### src/rtl/conv_frame_sequencer.sv
// conv_frame_sequencer: runs one image through the conv+pool datapath per
// host start. Streams IMG_W*IMG_H pixels from a synchronous image RAM,
// stores every conv/pool result in a result RAM and reports completion,
// result count and error status.
//
//   state  | meaning
//   -------+--------------------------------------------------------------
//   IDLE   | waiting for start; all strobes low
//   KICK   | one cycle: conv_start pulse, first image read (addr 0)
//   STREAM | one image read per cycle, addr 1 .. N-1
//   DRAIN  | no reads; wait for conv_done or the timeout terminal count
//   DONE   | one cycle: done pulse, then back to IDLE
module conv_frame_sequencer #(
  parameter int IMG_W     = 28,
  parameter int IMG_H     = 28,
  parameter int PIX_W     = 8,
  parameter int OUT_W     = 21,
  parameter int IADDR_W   = 10,
  parameter int RES_DEPTH = 169,
  parameter int RADDR_W   = 8,
  parameter int TIMEOUT   = 4096
) (
  input  logic               clk,
  input  logic               rst,
  input  logic               start,
  input  logic               abort,
  output logic               busy,
  output logic               done,
  output logic               err_timeout,
  output logic               err_overflow,
  output logic [RADDR_W:0]   result_count,
  output logic               img_re,
  output logic [IADDR_W-1:0] img_addr,
  input  logic [PIX_W-1:0]   img_rdata,
  output logic               conv_start,
  output logic [PIX_W-1:0]   conv_pixel,
  output logic               conv_pixel_valid,
  input  logic [OUT_W-1:0]   conv_out,
  input  logic               conv_out_valid,
  input  logic               conv_done,
  output logic               res_we,
  output logic [RADDR_W-1:0] res_addr,
  output logic [OUT_W-1:0]   res_wdata
);

  localparam int N     = IMG_W * IMG_H;
  localparam int TMO_W = (TIMEOUT > 1) ? $clog2(TIMEOUT) : 1;

  localparam logic [IADDR_W-1:0] LAST_ADDR = IADDR_W'(N - 1);
  localparam logic [RADDR_W:0]   RES_FULL  = (RADDR_W + 1)'(RES_DEPTH);
  localparam logic [TMO_W-1:0]   TMO_LOAD  = TMO_W'(TIMEOUT - 1);

  localparam logic [2:0] S_IDLE   = 3'd0;
  localparam logic [2:0] S_KICK   = 3'd1;
  localparam logic [2:0] S_STREAM = 3'd2;
  localparam logic [2:0] S_DRAIN  = 3'd3;
  localparam logic [2:0] S_DONE   = 3'd4;

  logic [2:0]       state;
  logic [2:0]       next_state;
  logic             done_seen;   // conv_done arrived before DRAIN
  logic [TMO_W-1:0] tmo_cnt;     // DRAIN timer, counts down to zero
  logic             capture_en;
  logic             tmo_hit;

  // The pixel path is a pure pass-through; validity is tracked by the
  // registered conv_pixel_valid one cycle behind img_re.
  assign conv_pixel = img_rdata;

  // Next-state decode; abort overrides everything outside IDLE.
  always_comb begin
    capture_en = (state == S_KICK) || (state == S_STREAM) || (state == S_DRAIN);
    tmo_hit    = (state == S_DRAIN) && !conv_done && !done_seen &&
                 (tmo_cnt == '0) && !abort;
    next_state = state;
    case (state)
      S_IDLE:   if (start) next_state = S_KICK;
      S_KICK:   next_state = S_STREAM;
      S_STREAM: if (img_addr == LAST_ADDR) next_state = S_DRAIN;
      S_DRAIN:  if (conv_done || done_seen || (tmo_cnt == '0)) next_state = S_DONE;
      S_DONE:   next_state = S_IDLE;
      default:  next_state = S_IDLE;
    endcase
    if (abort && (state != S_IDLE)) next_state = S_IDLE;
  end

  // State, registered strobes derived from the next state, and result capture.
  always_ff @(posedge clk) begin
    if (rst) begin
      state            <= S_IDLE;
      busy             <= 1'b0;
      done             <= 1'b0;
      err_timeout      <= 1'b0;
      err_overflow     <= 1'b0;
      result_count     <= '0;
      img_re           <= 1'b0;
      img_addr         <= '0;
      conv_start       <= 1'b0;
      conv_pixel_valid <= 1'b0;
      res_we           <= 1'b0;
      res_addr         <= '0;
      res_wdata        <= '0;
      done_seen        <= 1'b0;
      tmo_cnt          <= '0;
    end else begin
      state            <= next_state;
      busy             <= (next_state != S_IDLE);
      done             <= (next_state == S_DONE);
      conv_start       <= (next_state == S_KICK);
      img_re           <= (next_state == S_KICK) || (next_state == S_STREAM);
      // A read issued on the abort edge still delivers its pixel.
      conv_pixel_valid <= img_re;

      if (next_state == S_KICK)
        img_addr <= '0;
      else if (next_state == S_STREAM)
        img_addr <= img_addr + IADDR_W'(1);

      if ((state == S_IDLE) && start) begin
        result_count <= '0;
        err_timeout  <= 1'b0;
        err_overflow <= 1'b0;
        done_seen    <= 1'b0;
      end

      if (((state == S_KICK) || (state == S_STREAM)) && conv_done)
        done_seen <= 1'b1;

      if ((next_state == S_DRAIN) && (state != S_DRAIN))
        tmo_cnt <= TMO_LOAD;
      else if ((state == S_DRAIN) && (tmo_cnt != '0))
        tmo_cnt <= tmo_cnt - TMO_W'(1);

      if (tmo_hit)
        err_timeout <= 1'b1;

      res_we <= 1'b0;
      if (capture_en && conv_out_valid && !abort) begin
        if (result_count == RES_FULL) begin
          err_overflow <= 1'b1;
        end else begin
          res_we       <= 1'b1;
          res_addr     <= result_count[RADDR_W-1:0];
          res_wdata    <= conv_out;
          result_count <= result_count + (RADDR_W + 1)'(1);
        end
      end
    end
  end

endmodule

### config.mk
export PLATFORM = sky130hd
export DESIGN_NAME = conv_frame_sequencer
export DESIGN_NICKNAME = d
export VERILOG_FILES = /design/src/rtl/conv_frame_sequencer.sv
export SDC_FILE = /design/constraint.sdc
export NUM_CORES = 1
export LEC_CHECK = 0
export CORE_MARGIN = 2
export CORE_UTILIZATION = 46
export DETAILED_ROUTE_END_ITERATION = 10
export PLACE_DENSITY = 0.89
export REMOVE_ABC_BUFFERS = 1
export SLEW_MARGIN = 20
export SYNTH_ARGS = -nofsm -noshare
export SYNTH_HDL_FRONTEND = slang
export SYNTH_SLANG_ARGS = --single-unit
### constraint.sdc
create_clock -name clk -period 3 [get_ports clk]
set_input_delay 0.9 -clock clk [delete_from_list [all_inputs] [get_ports clk]]
set_output_delay 0.9 -clock clk [all_outputs]
set_load 0.01 [all_outputs]
==> results.md, run 1 <==
* I/O pin count at 99
* Setup TNS at 0 ps
* Register area at 1440 µm²
* Final instance area at 4120 µm²
* Clock tree sinks at 72
* Max-Slew Margin vs Limit at 55.5%
* Fin nets at 473
* Tot Pwr at 2.06 mW
* Antenna fix cells at 0
* WP data arrival at 2610 ps
* Antenna violations before repair at 0
* Final cycle utilization of the critical path at 79.8%
* DRC viols at 2
* Global-route wire length before repair at 12000 µm
* CP Capture Type: flop
* Max Slew Vio Count at 0
* Pwr Density at 501 nW/µm²
* RSZ-0062 raised after global routing: false
* Detailed Place HPWL at 5090 µm
* Worst-margin pin slew at 665 ps
* Via/cell ratio at 5.43
* Final Wtd Congestion at 0.880
* Detailed Route WL at 7310 µm
* IO Port Bufs at 82
* Max-capacitance violation count at 0
* Peak supply drop at 240 µV
* CTS tree: yes
* Post-Syn Area at 3130 µm²
* Gr ovfl total at 0
* Vias at 2817
* WS Path Type: flop to flop
* Slowest-stage cell, CP: o211ai_1
* Status: finished with violations
* Largest net degree at the start of global routing at 30
* Die area at 7480 µm²
* Yosys warns at 0
* Synth Instances at 363
* Placed Area at 3940 µm²
* Ys flop type: dfxtp_1
* Setup Buffers After CTS at 0
* Req. time, crit path at 3220 ps
* Hold_buf cts at 0
* Initial Util at 46.8%
* Synth Area per Inst at 8.62 µm²
* XOR/XNOR Fraction of Synth Area at 5.60%
* CTS H-tree depth at 3
* Async SR Flop Fraction at 0%
* Largest family of logic cells by synthesized area: simple AND/OR/NAND/NOR gates
* Floorplan core area at 6680 µm²
* Final worst path period need at 2390 ps
* CP Cell Sequence: ha_1 > or4bb_1 > o211ai_1 > buf_12 > nor2_1 > a31oi_1 > nor2_1
* CTS root buf: clkbuf_8
* # setup viols final at 0
* 1st-iter DRT viols at 120
* Failing checks: design-rule violations
* Layout area overhead at 31.6%
* Synth Register Bits at 72
* Min-Delay Path Class: flop to flop
* Hold Path Stages at 2
* Hold Vio Cnt, Final at 0
* Post-synthesis adder-cell area fraction at 1.60%
* CP dominant cell by count: nor2_1
* Netlist cell types at 50
* Die Wd at 86.5 µm
* Post-route ant nets at 0
* Vias in the first global route at 2719
* Clk buf depth at 2
* FILL cells at 575
* Share of layout cells above drive strength 1 at 10.0%
* Row count at 30
* CTS Buf Count at 9
* Sequential share of the synthesized area at 46.1%
* Chip height at 86.5 µm
* Gates resized, CTS repair at 0
* Reg clk slew, reported paths at 70 ps
* Multiplexer share of the synthesized area at 1.28%
* Layout Skew at 11.6 ps
* Synth Area in Simple Gates at 26.1%
* Max stage delay on crit path at 590 ps
* Compound-cell area share of the yosys netlist at 13.7%
* R2R depth at 7
* Fmax at 0.418 GHz
* Clk_lat worst skew at 340 ps
* Hold WS at 456 ps
* Leakage power total at 1.49 nW
* Post-synth EDFFs at 0
* Overall Global Routing Usage at 20.1%
* Drt pass-1 iters at 9
* Critical Path Fanout Max at 29
* Reg2Reg Setup Slack at 610 ps
* Crit start category: flop
* Avg WL per Cell at 14.1 µm
* Footprint of the multi-input gates at 1510 µm²
==> worst paths after layout <==
path	from	end
worst max-delay path	result_count[0]	result_count[1]
worst min-delay path	res_wdata[14]	res_wdata[14]
worst max register to register	result_count[0]	result_count[1]
worst min register to register	res_wdata[14]	res_wdata[14]
==> cells in the mapped netlist (all sizes together) (2+ instances only) <==
master / count / area (µm²)
dfxtp: 72 / 1440
nand2: 67 / 251
a21oi: 36 / 180
nor2: 36 / 135
buf: 15 / 116
clkbuf: 13 / 50.0
o21ai: 13 / 103
nand3: 12 / 60.1
xor2: 12 / 105
nand4: 9 / 56.3
nor3: 9 / 45.0
xnor2: 8 / 70.1
nor4: 6 / 43.8
and3: 5 / 31.3
ha: 4 / 50.1
mux2i: 4 / 40.0
or2: 4 / 25.0
a22oi: 3 / 22.5
inv: 3 / 11.3
nor3b: 3 / 22.5
or3b: 3 / 28.8
a31oi: 2 / 12.5
and2: 2 / 12.5
and4b: 2 / 20.0
nor2b: 2 / 12.5
o31ai: 2 / 15.0
or3: 2 / 13.8
or4bb: 2 / 22.5
==> where the power goes <==
| part | switching (mW) | internal, mW | total [mW] |
|---|---|---|---|
| logic | 0.170 | 0.156 | 0.327 |
| registers | 0.0352 | 0.995 | 1.03 |
| clock network | 0.360 | 0.348 | 0.707 |
==> worst max-delay path, delay by kind of cell, from the launching register on <==
kind	cells	cell delay, ps
flip-flops	1	470
buffers and inverters	1	260
AND/OR/NAND/NOR	3	630
adder cells (fa/ha/maj)	1	190
AO/OA/AOI/OAI	2	730
==> cell usage in the layout (no fill, tap or decap), drive strengths merged, types with 2 or more instances in the layout <==
cell type | Yosys | layout
and2 | 2 | 2
or4bb | 2 | 2
or3b | 3 | 3
nor3 | 9 | 9
ha | 4 | 4
nand2 | 67 | 67
nand4 | 9 | 9
clkbuf | 13 | 12
inv | 3 | 4
nor2b | 2 | 2
o31ai | 2 | 2
a22oi | 3 | 3
and3 | 5 | 5
and4b | 2 | 2
xor2 | 12 | 12
o21ai | 13 | 13
a21oi | 36 | 36
nor2 | 36 | 36
clkdlybuf4s50 | 0 | 81
nor4 | 6 | 6
clkinv | 0 | 3
nand3 | 12 | 12
mux2i | 4 | 4
or2 | 4 | 4
xnor2 | 8 | 8
dfxtp | 72 | 72
or3 | 2 | 2
buf | 15 | 7
a31oi | 2 | 2
nor3b | 3 | 3
==> state kept, by name (all words and copies together) (netlist names) <==
signal	flops
conv_start	1
res_wdata	21
conv_pixel_valid	1
err_timeout	1
state	3
tmo_cnt	12
done_seen	1
busy	1
done	1
img_addr	10
img_re	1
err_overflow	1
res_we	1
result_count	9
res_addr	8
==> logic make-up after synthesis <==
| kind of cell | Yosys count |
|---|---|
| simple gates | 168 |
| xor+xnor | 20 |
| mux | 4 |
| fa+ha+maj | 4 |
| flops | 72 |
| compound gates | 64 |
| buf+inv | 31 |
==> final cells by class <==
type	instances	area share [%]
inverters	3	0.273
multi-input cells	260	36.6
clock buffers	12	3.77
clock inverters	4	0.668
well taps	80	2.43
repair buffers	88	21.2
flip-flops and latches	72	35.0
==> per-layer routing <==
metal  routed length [µm]  GRT usage [%]
met5                    0              0
met4                   89           6.82
met3                  516           7.52
met2                 3610           34.5
met1                 3100           22.9
==> per-stage QoR <==
| step | utilization, % | std cells | worst slack, ps |
|---|---|---|---|
| 5_1_grt | 61.6 | 519 | 474 |
| 3_3_place_gp | 58.9 | 503 | 407 |
| 2_1_floorplan | - | 335 | 71.6 |
| 4_1_cts | 61.6 | 519 | 600 |
| 3_5_place_dp | 58.9 | 503 | 309 |
| 6_report | 61.6 | 519 | 606 |
No activity file was read; power rests on OpenSTA's default activity.
==> run 2: changes to the inputs <==
CORE_UTILIZATION = 42   (was 46)
PLACE_DENSITY = 0.86   (was 0.89)
clock period = 2.16 ns   (was 3 ns; I/O delays follow)
==> run 2 against run 1 <==
The run now ends clean. Clock power rose by 65%. Count of clock-buffer cells in the layout fell by 2. First-iteration DRC count fell by 22%. Critical path depth fell by 6. Critical endpoint is now result_count[2].
==> results.md, run 2 (synthesis results as in run 1) <==
* FILL cells at 626
* Final Util at 60.7%
* Fin cells at 559
* Drt pass-1 iters at 4
* Most flops, register: res_wdata
* Detailed Route WL at 7570 µm
* Commonest non-fill, non-tap cell in the layout: clkdlybuf4s50_1
* Final worst path period need at 2090 ps
* Worst Path Buf+Inv at 1
* Max Slew Vio Count at 0
* Max-capacitance violation count at 0
* CP Capture Type: output port
* Status: completed
* Clk buf depth at 2
* CP delay by family, top: buffers and inverters
* # setup viols final at 0
* Sw Ratio at 25.5%
* Final instance area at 4380 µm²
* Internal power at 2.32 mW
* CP Cell Sequence: clkdlybuf4s50_1
* IO Port Bufs at 82
* Max stage delay on crit path at 610 ps
* Largest net degree at the start of global routing at 59
* Hold Vio Cnt, Final at 0
* Post-route ant nets at 0
* Setup TNS at 0 ps
* Vias at 2893
* Vias in the first global route at 2805
* Die Wd at 90.3 µm
* Avg WL per Cell at 13.5 µm
* DRC viols at 0
* Layout Skew at 8.09 ps
* WS Path Type: flop to output port
* Global-route wire length before repair at 12800 µm
* Hold Path Stages at 2
* Row count at 31
* CTS Buf Count at 9
* Antenna fix cells at 0
* Biggest regs: res_wdata (21), tmo_cnt (12), img_addr (10)
* CP Depth at 1
* WP data arrival at 1440 ps
* Overall Global Routing Usage at 18.8%
* Fin nets at 494
* Tot Pwr at 3.12 mW
* Clock power frac at 37.4%
* Reg clk slew, reported paths at 70 ps
* Final Wtd Congestion at 0.832
* Peak supply drop at 388 µV
* Layout area overhead at 40.0%
* R2R depth at 8
* Crit start category: flop
* Chip height at 90.3 µm
* Max FFs per register at 21
* Final cycle utilization of the critical path at 96.5%
* Sequential cell fraction of total power at 45.9%
* Commonest cells after routing, fill and taps aside: clkdlybuf4s50_1 (81), dfxtp_1 (71), nand2_1 (67), a21oi_1 (36), nor2_1 (36)
* Via/cell ratio at 5.18
* Slowest-stage cell, CP: clkdlybuf4s50_1
* Clock tree sinks at 72
* Min-Delay Path Class: flop to flop
* Leakage power total at 1.62 nW
* Placed Area at 4110 µm²
* Fmax at 0.480 GHz
* Share of layout cells above drive strength 1 at 14.6%
* Worst-margin pin slew at 454 ps
* Antenna violations before repair at 0
* Gr ovfl total at 0
* Critical Path Fanout Max at 9
* Initial Util at 43.4%
* Die area at 8150 µm²
* CTS root buf: clkbuf_8
* Post-Place Cells at 540
* I/O pin count at 99
* 1st-iter DRT viols at 94
* Floorplan core area at 7210 µm²
* CTS H-tree depth at 3
* Max-Slew Margin vs Limit at 69.4%
* Comb power frac at 16.7%
* Req. time, crit path at 1510 ps
* CTS tree: yes
* Detailed Place HPWL at 5280 µm
* Pwr Density at 712 nW/µm²
* Clk_lat worst skew at 340 ps
* RSZ-0062 raised after global routing: false
* NetSw at 0.796 mW
run 2: cell count changes in the layout (fill, tap and decap cells not counted), sizes merged:
cell and delta:
inv -1, bufinv +2, clkinvlp +1, clkbuf -2, buf +21
run 2: repair_timing:
action / 4_1_cts / 5_1_grt
gates resized for setup: 0 / 2
hold buffers: 0 / 0
setup buffers: 2 / 1
pin swaps: 2 / 0
endpoints found under the setup margin: 3 / 12
run 2: layout make-up:
class                   instances  area, µm²  area share (%)
clock inverters                 6       82.6            1.89
flip-flops and latches         72       1440            33.0
multi-input cells             260       1510            34.5
well taps                      99        124            2.83
inverters                       3       11.3           0.257
clock buffers                  10        138            3.14
repair buffers                109       1070            24.4
run 2: worst paths after layout:
kind,start,to,slack (ps)
worst max register to register,tmo_cnt[1],tmo_cnt[6],90
worst min register to register,res_wdata[4],res_wdata[4],450
worst min-delay path,res_wdata[4],res_wdata[4],450
worst max-delay path,result_count[2],result_count[2],70
run 2: per-layer routing:
layer	up-vias	track usage [%]	part of all wire, %
met5	-	0	0
met4	0	5.26	0.86
met3	8	7.76	7.6
met2	90	33.1	51
met1	1363	21.0	40
li1	1432	-	-
run 2: through the flow:
stage          worst slack, ps  hold WS [ps]
4_1_cts                   31.3           457
3_5_place_dp              -195           448
2_1_floorplan             -768           470
6_report                  74.9           454
5_1_grt                   5.07           471
3_3_place_gp              -142           441
run 2: power by group through the flow:
stage,registers [mW],logic (mW),clock network (mW)
2_1_floorplan,1.47,0.247,0
5_1_grt,1.44,0.571,1.26
3_3_place_gp,1.45,0.495,0
6_report,1.43,0.522,1.17
3_5_place_dp,1.46,0.507,0
4_1_cts,1.43,0.517,1.20
